==> src/rtl/sram_access_arbiter.sv <==
// Write/read arbiter for a ring buffer held in a single-port ZBT SRAM.
// Optional bus-turnaround cycle on direction changes: define SRAM_ARB_TURNAROUND_EN.
module sram_access_arbiter #(
    parameter int AWIDTH   = 19,
    parameter int WR_BURST = 8,
    parameter int RD_BURST = 8
) (
    input  logic              CLK,
    input  logic              RESET_N,
    input  logic              WR_REQ,
    output logic              WR_ACK,
    input  logic              RD_REQ,
    input  logic [23:0]       RD_COUNT,
    input  logic              RD_COUNT_LOAD,
    output logic              SRAM_WE,
    output logic              SRAM_RD,
    output logic [AWIDTH-1:0] ADDR_WR,
    output logic [AWIDTH-1:0] ADDR_RD,
    output logic [AWIDTH-1:0] FILL,
    output logic              FULL,
    output logic              EMPTY,
    output logic [23:0]       RD_BUDGET
);

    typedef enum logic [1:0] {
        ST_IDLE  = 2'd0,
        ST_WRITE = 2'd1,
        ST_READ  = 2'd2,
        ST_TURN  = 2'd3
    } state_t;

    typedef enum logic {
        DIR_WRITE = 1'b0,
        DIR_READ  = 1'b1
    } dir_t;

`ifdef SRAM_ARB_TURNAROUND_EN
    localparam logic TURN_EN = 1'b1;
`else
    localparam logic TURN_EN = 1'b0;
`endif

    localparam logic [8:0] WR_BURST_L = 9'(WR_BURST);
    localparam logic [8:0] RD_BURST_L = 9'(RD_BURST);

    state_t             state_q, state_d;
    dir_t               last_dir_q, last_dir_d;
    dir_t               turn_dir_q, turn_dir_d;
    logic [7:0]         burst_cnt_q, burst_cnt_d;
    logic [AWIDTH-1:0]  wr_ptr_q, wr_ptr_d;
    logic [AWIDTH-1:0]  rd_ptr_q, rd_ptr_d;
    logic [AWIDTH-1:0]  fill_q, fill_d;
    logic [23:0]        budget_q, budget_d;

    logic [AWIDTH-1:0]  wr_ptr_inc_s;
    logic [AWIDTH-1:0]  rd_ptr_inc_s;
    logic [8:0]         burst_cnt_inc_s;
    logic               full_s, empty_s;
    logic               w_elig_s, r_elig_s;
    logic               we_s, rd_s;
    logic               enter_s;
    dir_t               enter_dir_s;

    // Ring status and eligibility, all derived from registered pointers and budget.
    always_comb begin
        wr_ptr_inc_s    = wr_ptr_q + {{(AWIDTH-1){1'b0}}, 1'b1};
        rd_ptr_inc_s    = rd_ptr_q + {{(AWIDTH-1){1'b0}}, 1'b1};
        burst_cnt_inc_s = {1'b0, burst_cnt_q} + 9'd1;
        empty_s         = (wr_ptr_q == rd_ptr_q);
        full_s          = (wr_ptr_inc_s == rd_ptr_q);
        w_elig_s        = WR_REQ & ~full_s;
        r_elig_s        = RD_REQ & ~empty_s & (budget_q != 24'd0);
        we_s            = (state_q == ST_WRITE) & w_elig_s;
        rd_s            = (state_q == ST_READ) & r_elig_s;
    end

    // Burst sequencing: grant selection, burst termination and optional turnaround.
    always_comb begin
        state_d     = state_q;
        last_dir_d  = last_dir_q;
        turn_dir_d  = turn_dir_q;
        burst_cnt_d = burst_cnt_q;
        enter_s     = 1'b0;
        enter_dir_s = DIR_WRITE;
        case (state_q)
            ST_IDLE: begin
                if (w_elig_s && r_elig_s) begin
                    enter_s     = 1'b1;
                    enter_dir_s = (last_dir_q == DIR_READ) ? DIR_WRITE : DIR_READ;
                end else if (w_elig_s) begin
                    enter_s     = 1'b1;
                    enter_dir_s = DIR_WRITE;
                end else if (r_elig_s) begin
                    enter_s     = 1'b1;
                    enter_dir_s = DIR_READ;
                end else begin
                    enter_s     = 1'b0;
                end
            end
            ST_WRITE: begin
                if (w_elig_s && (burst_cnt_inc_s < WR_BURST_L)) begin
                    burst_cnt_d = burst_cnt_inc_s[7:0];
                end else begin
                    last_dir_d = DIR_WRITE;
                    if (r_elig_s) begin
                        enter_s     = 1'b1;
                        enter_dir_s = DIR_READ;
                    end else begin
                        state_d     = ST_IDLE;
                        burst_cnt_d = 8'd0;
                    end
                end
            end
            ST_READ: begin
                if (r_elig_s && (burst_cnt_inc_s < RD_BURST_L)) begin
                    burst_cnt_d = burst_cnt_inc_s[7:0];
                end else begin
                    last_dir_d = DIR_READ;
                    if (w_elig_s) begin
                        enter_s     = 1'b1;
                        enter_dir_s = DIR_WRITE;
                    end else begin
                        state_d     = ST_IDLE;
                        burst_cnt_d = 8'd0;
                    end
                end
            end
            ST_TURN: begin
                // The dead cycle is over; go straight into the burst chosen before it.
                burst_cnt_d = 8'd0;
                state_d     = (turn_dir_q == DIR_WRITE) ? ST_WRITE : ST_READ;
            end
            default: begin
                state_d     = ST_IDLE;
                burst_cnt_d = 8'd0;
            end
        endcase

        if (enter_s) begin
            burst_cnt_d = 8'd0;
            if (TURN_EN && (enter_dir_s != last_dir_d)) begin
                state_d    = ST_TURN;
                turn_dir_d = enter_dir_s;
            end else if (enter_dir_s == DIR_WRITE) begin
                state_d    = ST_WRITE;
            end else begin
                state_d    = ST_READ;
            end
        end else begin
            turn_dir_d = turn_dir_q;
        end
    end

    // Pointer, fill and budget next-state; a budget load wins over the read decrement.
    always_comb begin
        wr_ptr_d = we_s ? wr_ptr_inc_s : wr_ptr_q;
        rd_ptr_d = rd_s ? rd_ptr_inc_s : rd_ptr_q;
        fill_d   = wr_ptr_q - rd_ptr_q;
        if (RD_COUNT_LOAD) begin
            budget_d = RD_COUNT;
        end else if (rd_s) begin
            budget_d = budget_q - 24'd1;
        end else begin
            budget_d = budget_q;
        end
    end

    // State registers with asynchronous reset; last_dir starts at READ so writes win the first tie.
    always_ff @(posedge CLK or negedge RESET_N) begin
        if (!RESET_N) begin
            state_q     <= ST_IDLE;
            last_dir_q  <= DIR_READ;
            turn_dir_q  <= DIR_WRITE;
            burst_cnt_q <= 8'd0;
            wr_ptr_q    <= '0;
            rd_ptr_q    <= '0;
            fill_q      <= '0;
            budget_q    <= 24'd0;
        end else begin
            state_q     <= state_d;
            last_dir_q  <= last_dir_d;
            turn_dir_q  <= turn_dir_d;
            burst_cnt_q <= burst_cnt_d;
            wr_ptr_q    <= wr_ptr_d;
            rd_ptr_q    <= rd_ptr_d;
            fill_q      <= fill_d;
            budget_q    <= budget_d;
        end
    end

    assign SRAM_WE   = we_s;
    assign WR_ACK    = we_s;
    assign SRAM_RD   = rd_s;
    assign ADDR_WR   = wr_ptr_q;
    assign ADDR_RD   = rd_ptr_q;
    assign FILL      = fill_q;
    assign FULL      = full_s;
    assign EMPTY     = empty_s;
    assign RD_BUDGET = budget_q;

endmodule

==> config.mk <==
export PLATFORM = sky130hd
export DESIGN_NAME = sram_access_arbiter
export DESIGN_NICKNAME = d
export VERILOG_FILES = /design/src/rtl/sram_access_arbiter.sv
export SDC_FILE = /design/constraint.sdc
export NUM_CORES = 1
export LEC_CHECK = 0
export BUFFER_PORTS_ARGS = -buffer_cell sky130_fd_sc_hd__buf_2
export CAP_MARGIN = 20
export CORE_MARGIN = 5
export CORE_UTILIZATION = 60
export DETAILED_ROUTE_END_ITERATION = 10
export PLACE_DENSITY = 0.85
export SLEW_MARGIN = 40
export SYNTH_ARGS = -nofsm -noshare
export SYNTH_HDL_FRONTEND = slang
export SYNTH_SLANG_ARGS = --single-unit
==> constraint.sdc <==
create_clock -name CLK -period 5.53 [get_ports CLK]
set_input_delay 0.553 -clock CLK [delete_from_list [all_inputs] [get_ports CLK]]
set_output_delay 0.553 -clock CLK [all_outputs]
set_load 0.005 [all_outputs]
Yosys cells after proc, flatten, opt, wreduce, memory -nomap -nowiden --
Cells that the tools add are included.
Storage, ports and cells: output and inout port bits 86, word-level logic and storage cells 73, input bits 29, register bits after elaboration 92
Cells by class: equal/unequal tests 13, mux-type cells 29, bitwise operators 7, order comparisons 1, $add $sub $neg 5, reduce and logical (&&, ||, !) cells 11
Operators with widths (count):
- $mux W24 | 2
- $mux W8 | 5
- $add A19 B1 Y19 const B | 2
- $eq A19 B19 Y1 | 2
- $pmux W8 S3 | 1
- $reduce_bool A24 Y1 | 1
- $sub A24 B1 Y24 const B | 1
- $sub A19 B19 Y19 | 1
- $mux W2 | 6
- $ne A3 B3 Y1 const B | 4
- $mux W1 | 11
- $add A8 B1 Y9 const B | 1
- $lt A9 B4 Y1 const B | 1
- $ne A4 B3 Y1 const B | 2
- $pmux W2 S3 | 1
- $reduce_and A3 Y1 | 2
- $and A1 B1 Y1 | 5
- $reduce_and A5 Y1 | 1
- $eq A2 B2 Y1 const B | 2
- $ne A2 B2 Y1 const B | 2
- $pmux W1 S2 | 2
- $reduce_bool A2 Y1 | 2
- $reduce_bool A4 Y1 | 1
- $logic_and A1 B1 Y1 | 3
- 4 further kinds | 5

Logic depth before layout (Yosys ltp) --
word-level depth 10, mapped depth 14, gate-level depth less buffers 13

Worst setup path after synthesis --
Ideal clock, no wire load.
kind register -> output, from register wr_ptr_q[3] (netlist: ADDR_WR[3]), to output port WR_ACK, data arrival time 2.707 ns, required time 4.977 ns, setup slack 2.270 ns, stages on the path, launching flop included 12, path buffers 4, path through dfrtp_1 clkbuf_2 nand4_1 or4_4 or3_1 a211oi_2 nand4_2 o21ai_2 buf_2 nor2_1 buf_2 buf_4
Between the ends: longest elaborated chain between the ends 5
RTL lines:
- start: declaration | line 50 | logic [AWIDTH-1:0] wr_ptr_q, wr_ptr_d;
- start signal: assignment | line 184 | wr_ptr_q <= wr_ptr_d;
- $add A19 B1 Y19 | line 66 | wr_ptr_inc_s = wr_ptr_q + {{(AWIDTH-1){1'b0}}, 1'b1};
- $eq A19 B19 Y1 | line 70 | full_s = (wr_ptr_inc_s == rd_ptr_q);
- $not A1 Y1 | line 71 | w_elig_s = WR_REQ & ~full_s;
- $and A1 B1 Y1 | line 71
- $and A1 B1 Y1 | line 73 | we_s = (state_q == ST_WRITE) & w_elig_s;
- end: declaration | line 11 | output logic WR_ACK,
Every way passes these cells.

Final worst setup path --
from register wr_ptr_q[4] (netlist: ADDR_WR[4]), to output port WR_ACK
Same word-level chain as after synthesis.

==> metrics.sh <==
STATUS='finished, final reports clean'
CLK_PATH_BUF_DEPTH=2
DRT-INITIAL-DRC-COUNT=315
DIEHEIGHT_UM=107
SYNTHXORXNORAREAFRAC_PCT=14.1
CTS_SINKS=92
ANTENNA-DIODE-COUNT=0
CORE_AREA_SQ_UM=9150
TIMING_WORST_SLEW_PIN_VALUE_NS=0.750
START_UTIL_PCT=61.1
SETUP.WORST_PATH.END_CLASS='output port'
CRITICAL_PATH.ENDPOINT='WR_ACK'
FINALWORSTPATHREQUIREDPERIOD_NS=3.93
VIA_PER_INST=5.93
CP_DATA_REQUIRED_TIME_NS=4.98
POST_DP_CELL_AREA_SQ_UM=6210
SETUP_TOTAL_NEGATIVE_SLACK_NS=0
DETAIL-ROUTE-ANTENNA-NETS=0
CTS_ROOT_BUF='clkbuf_8'
POWER.DENSITY_nW_PER_UM2=324
SYNTH_CELLS=607
SYNTH_COMPOUND_GATE_AREA_SHARE_PCT=13.4
DETAILED_PLACE_HPWL_MM=10.5
VIAS=4906
SYN_TO_FINAL_GROWTH_PCT=14.3
YOSYSWARNINGCOUNT=0
GLOBALPLACE.CONGESTION=0.877
POSTSYNTH.ASYNCRESETSHARE_PCT=100
HOLD_BUF_COUNT_CTS=0
WL_PER_CELL_UM=16.9
CTS_BUFFERS=9
USE_MET2_PCT=43.3
FIN_CRIT_SH_PCT=71.1
GRT_UTIL_MET1_PCT=31.0
CRIT_PATH_START_KIND='register'
MAX-SLEW-MARGIN-REL_PCT=50.0
RSZ0062_AT_GRT='false'
DIE_WIDTH_UM=107
GLOBALROUTEMET3UTIL_PCT=5.28
FINISH.INSTANCE_AREA_SQ_UM=6390
FMAX_MHz=254
GRT_PASS1_WL_MM=23.1
SETUP.REG_TO_REG.WORST_SLACK_NS=1.86
ROWS=35
MUXSHAREOFSYNTHAREA_PCT=0.716
RESIZE_COUNT_POST_CTS=0
MAXSLEWVIOLCOUNT=0
R2R.WORST_PATH.CELLS=10
SETUP.WORST_PATH.CLASS='register to output port'
CRIT_ARRIVAL_NS=3.38
WORSTSKEWPAIRLATENCY_NS=0.37
SYNTH_CELL_TYPES=67
TOTAL_LEAKAGE_POWER_nW=2.97
YS_SEQ_ELEMENTS=92
BUSIEST_LAYER='met2'
SYNTH_SIMPLE_GATE_AREA_SHARE_PCT=20.0
CRITICAL_PATH_PEAK_FANOUT=13
MAX_CAP_VIOLATIONS=0
FINALSETUPVIOLCOUNT=0
DRT_FIRST_PASS_ITERS=5
POST_SYNTHESIS_ADDER_CELL_AREA_FRACTION_PCT=6.40
FINALCLOCKSKEW_NS=0.0121
POSTSYNTH.TOPFLOPCELL='dfrtp_1'
NUMBER_OF_ENABLE_FLIP_FLOP_CELLS_AFTER_SYNTHESIS=0
PRECTSSETUPSLACK_NS=1.84
CRIT-REG2REG-CAPTURE='burst_cnt_q[2]'
FIN_HOLD_WS_NS=0.180
IRDROPWORSTVDD_V=0.000160
YOSYSSEQAREASHARE_PCT=41.2
GRT_MAX_DEGREE=93
REGTOREGSTARTPOINT='RD_BUDGET[5]'
MIN_PATH_TYPE='input pin to async pin'
FIN_NETS=768
TIMING.CRITICAL_PATH.FROM='ADDR_WR[4]'
TOTAL_POWER_AFTER_LAYOUT_mW=2.07
COMBINATIONAL_FAMILY_WITH_THE_MOST_AREA_AFTER_SYNTHESIS='simple AND/OR/NAND/NOR gates'
DRIVE_GT1_SHARE_PCT=20.4
SYNTH_NETS=664
BOUNDARYPINS=115
SYN-CELL-AREA_SQ_UM=5590
OVERFLOW=0
CTS_MAX_LEVEL=3
SYNTH.AVG_CELL_AREA_SQ_UM=9.21
REPORT.FINAL.HOLD_VIOL_COUNT=0
COUNT_OF_PORT_BUFFERS_ADDED_DURING_PLACEMENT=114
CTS.REPORTEDPATHS.CLKPINSLEW_NS=0.09
WIRELENGTH_MM=14.0
ANTENNA_FOUND_INITIAL=0
TRITONCTS='built'
GLOBAL_ROUTE.USAGE.TOTAL_PCT=25.1
AREA_OF_THE_DIE_SQ_UM=11300
WORST_SLACK_NS=1.60
GRT_PASS1_VIAS=4821
POST-ROUTE-DRC-COUNT=0
CTS_SETUP_BUFFERS=0
## cell families after synthesis
family,count (synthesis)
adders and majority gates,28
xor gates and xnor gates,88
and+or+nand+nor,222
DFF,92
buffers and inverters,58
AOI/OAI and AO/OA,115
muxes,4
## layout by cell type, fill, tap and decap left out, drive strengths merged, types with 2 or more instances in the layout
cell,n
nand3,23
a21o,6
inv,37
and3b,2
nand2b,3
o21ai,46
o22ai,2
or2,3
nor2,38
mux2i,4
o221a,2
a21oi,20
nor3b,3
nand2,64
a211o,3
o31ai,4
clkinv,2
clkinvlp,3
buf,113
clkbuf,12
or4,4
a21boi,4
nor2b,10
a221oi,2
and2,5
nor4,11
xor2,30
o21bai,2
nand4,20
a211oi,3
ha,27
xnor2,57
or3,6
a31oi,5
nor3,24
and3,2
o21a,4
dfrtp,91
## final cells by class
cell class | count | area (sq um)
Multi-Input combinational cell | 457 | 3050
Fill cell | 703 | 2760
Sequential cell | 92 | 2300
Timing Repair Buffer | 114 | 579
Clock buffer | 11 | 141
Inverter | 37 | 139
Tap cell | 111 | 139
Clock inverter | 5 | 36.3
## cell usage after synthesis (2+ instances only)
| cell type | number | area, sq um |
|---|---|---|
| nand4_1 | 19 | 119 |
| xor2_1 | 30 | 263 |
| o22ai_1 | 2 | 12.5 |
| nor2_1 | 38 | 143 |
| a21o_1 | 6 | 45.0 |
| nand2b_1 | 3 | 18.8 |
| or4_1 | 3 | 22.5 |
| and2_1 | 5 | 31.3 |
| buf_4 | 3 | 22.5 |
| a211oi_1 | 2 | 15.0 |
| nand3_1 | 22 | 110 |
| o31ai_1 | 4 | 30.0 |
| clkbuf_1 | 11 | 41.3 |
| o21bai_1 | 2 | 15.0 |
| a21boi_0 | 4 | 30.0 |
| nor4_1 | 11 | 68.8 |
| or3_1 | 6 | 37.5 |
| a31oi_1 | 5 | 31.3 |
| nor3b_1 | 3 | 22.5 |
| inv_1 | 35 | 131 |
| and3_1 | 2 | 12.5 |
| a21oi_1 | 20 | 100 |
| a211o_1 | 3 | 26.3 |
| mux2i_1 | 4 | 40.0 |
| o221a_2 | 2 | 22.5 |
| or2_2 | 3 | 18.8 |
| dfrtp_1 | 91 | 2280 |
| nand2_1 | 63 | 236 |
| o21a_1 | 4 | 30.0 |
| nor3_1 | 24 | 120 |
| o21ai_0 | 45 | 225 |
| ha_1 | 27 | 338 |
| xnor2_1 | 57 | 499 |
| and3b_1 | 2 | 17.5 |
| nor2b_1 | 10 | 62.6 |
| buf_2 | 5 | 25.0 |
## how the worst min path moves through the flow
stage                endpoint      startpoint  cells after the start
2_1_floorplan      ADDR_RD[0]         RESET_N                      0
3_3_place_gp   burst_cnt_q[2]  burst_cnt_q[2]                      1
3_5_place_dp   burst_cnt_q[6]  burst_cnt_q[6]                      1
4_1_cts              FILL[15]         RESET_N                      1
5_1_grt           ADDR_RD[12]         RESET_N                      1
6_report          ADDR_RD[12]         RESET_N                      1
## sequential cells by signal, summed over array words and instances, names as in the netlist
name / flops
ADDR_RD: 19
burst_cnt_q: 8
last_dir_q: 1
RD_BUDGET: 24
FILL: 19
state_q: 2
ADDR_WR: 19
## critical path, stage by stage, from the launching register on
cell and delay (ns):
dfrtp_1 0.56, nand3_2 0.19, or4_4 0.58, or3_1 0.33
a211oi_2 0.25, nand4_2 0.18, o21ai_2 0.47, nor2_2 0.24
buf_2 0.21
## stage by stage
| stage | cells | util, % |
|---|---|---|
| after CTS | 827 | 69.8 |
| after detailed placement | 811 | 67.8 |
| after floorplan | 607 | - |
| after global routing | 827 | 69.8 |
| after global placement | 811 | 67.8 |
| final | 827 | 69.8 |
## power breakdown
part	switching [mW]	internal, mW	leakage, nW
clock network	0.248	0.177	0.0820
logic	0.432	0.320	1.74
registers	0.121	0.770	1.15
## per-layer routing
layer	up-vias	routed length [um]
li1	2320	-
met1	2351	5640
met2	199	6960
met3	36	976
met4	0	410
met5	-	0
(Power assumes the default switching activity.)
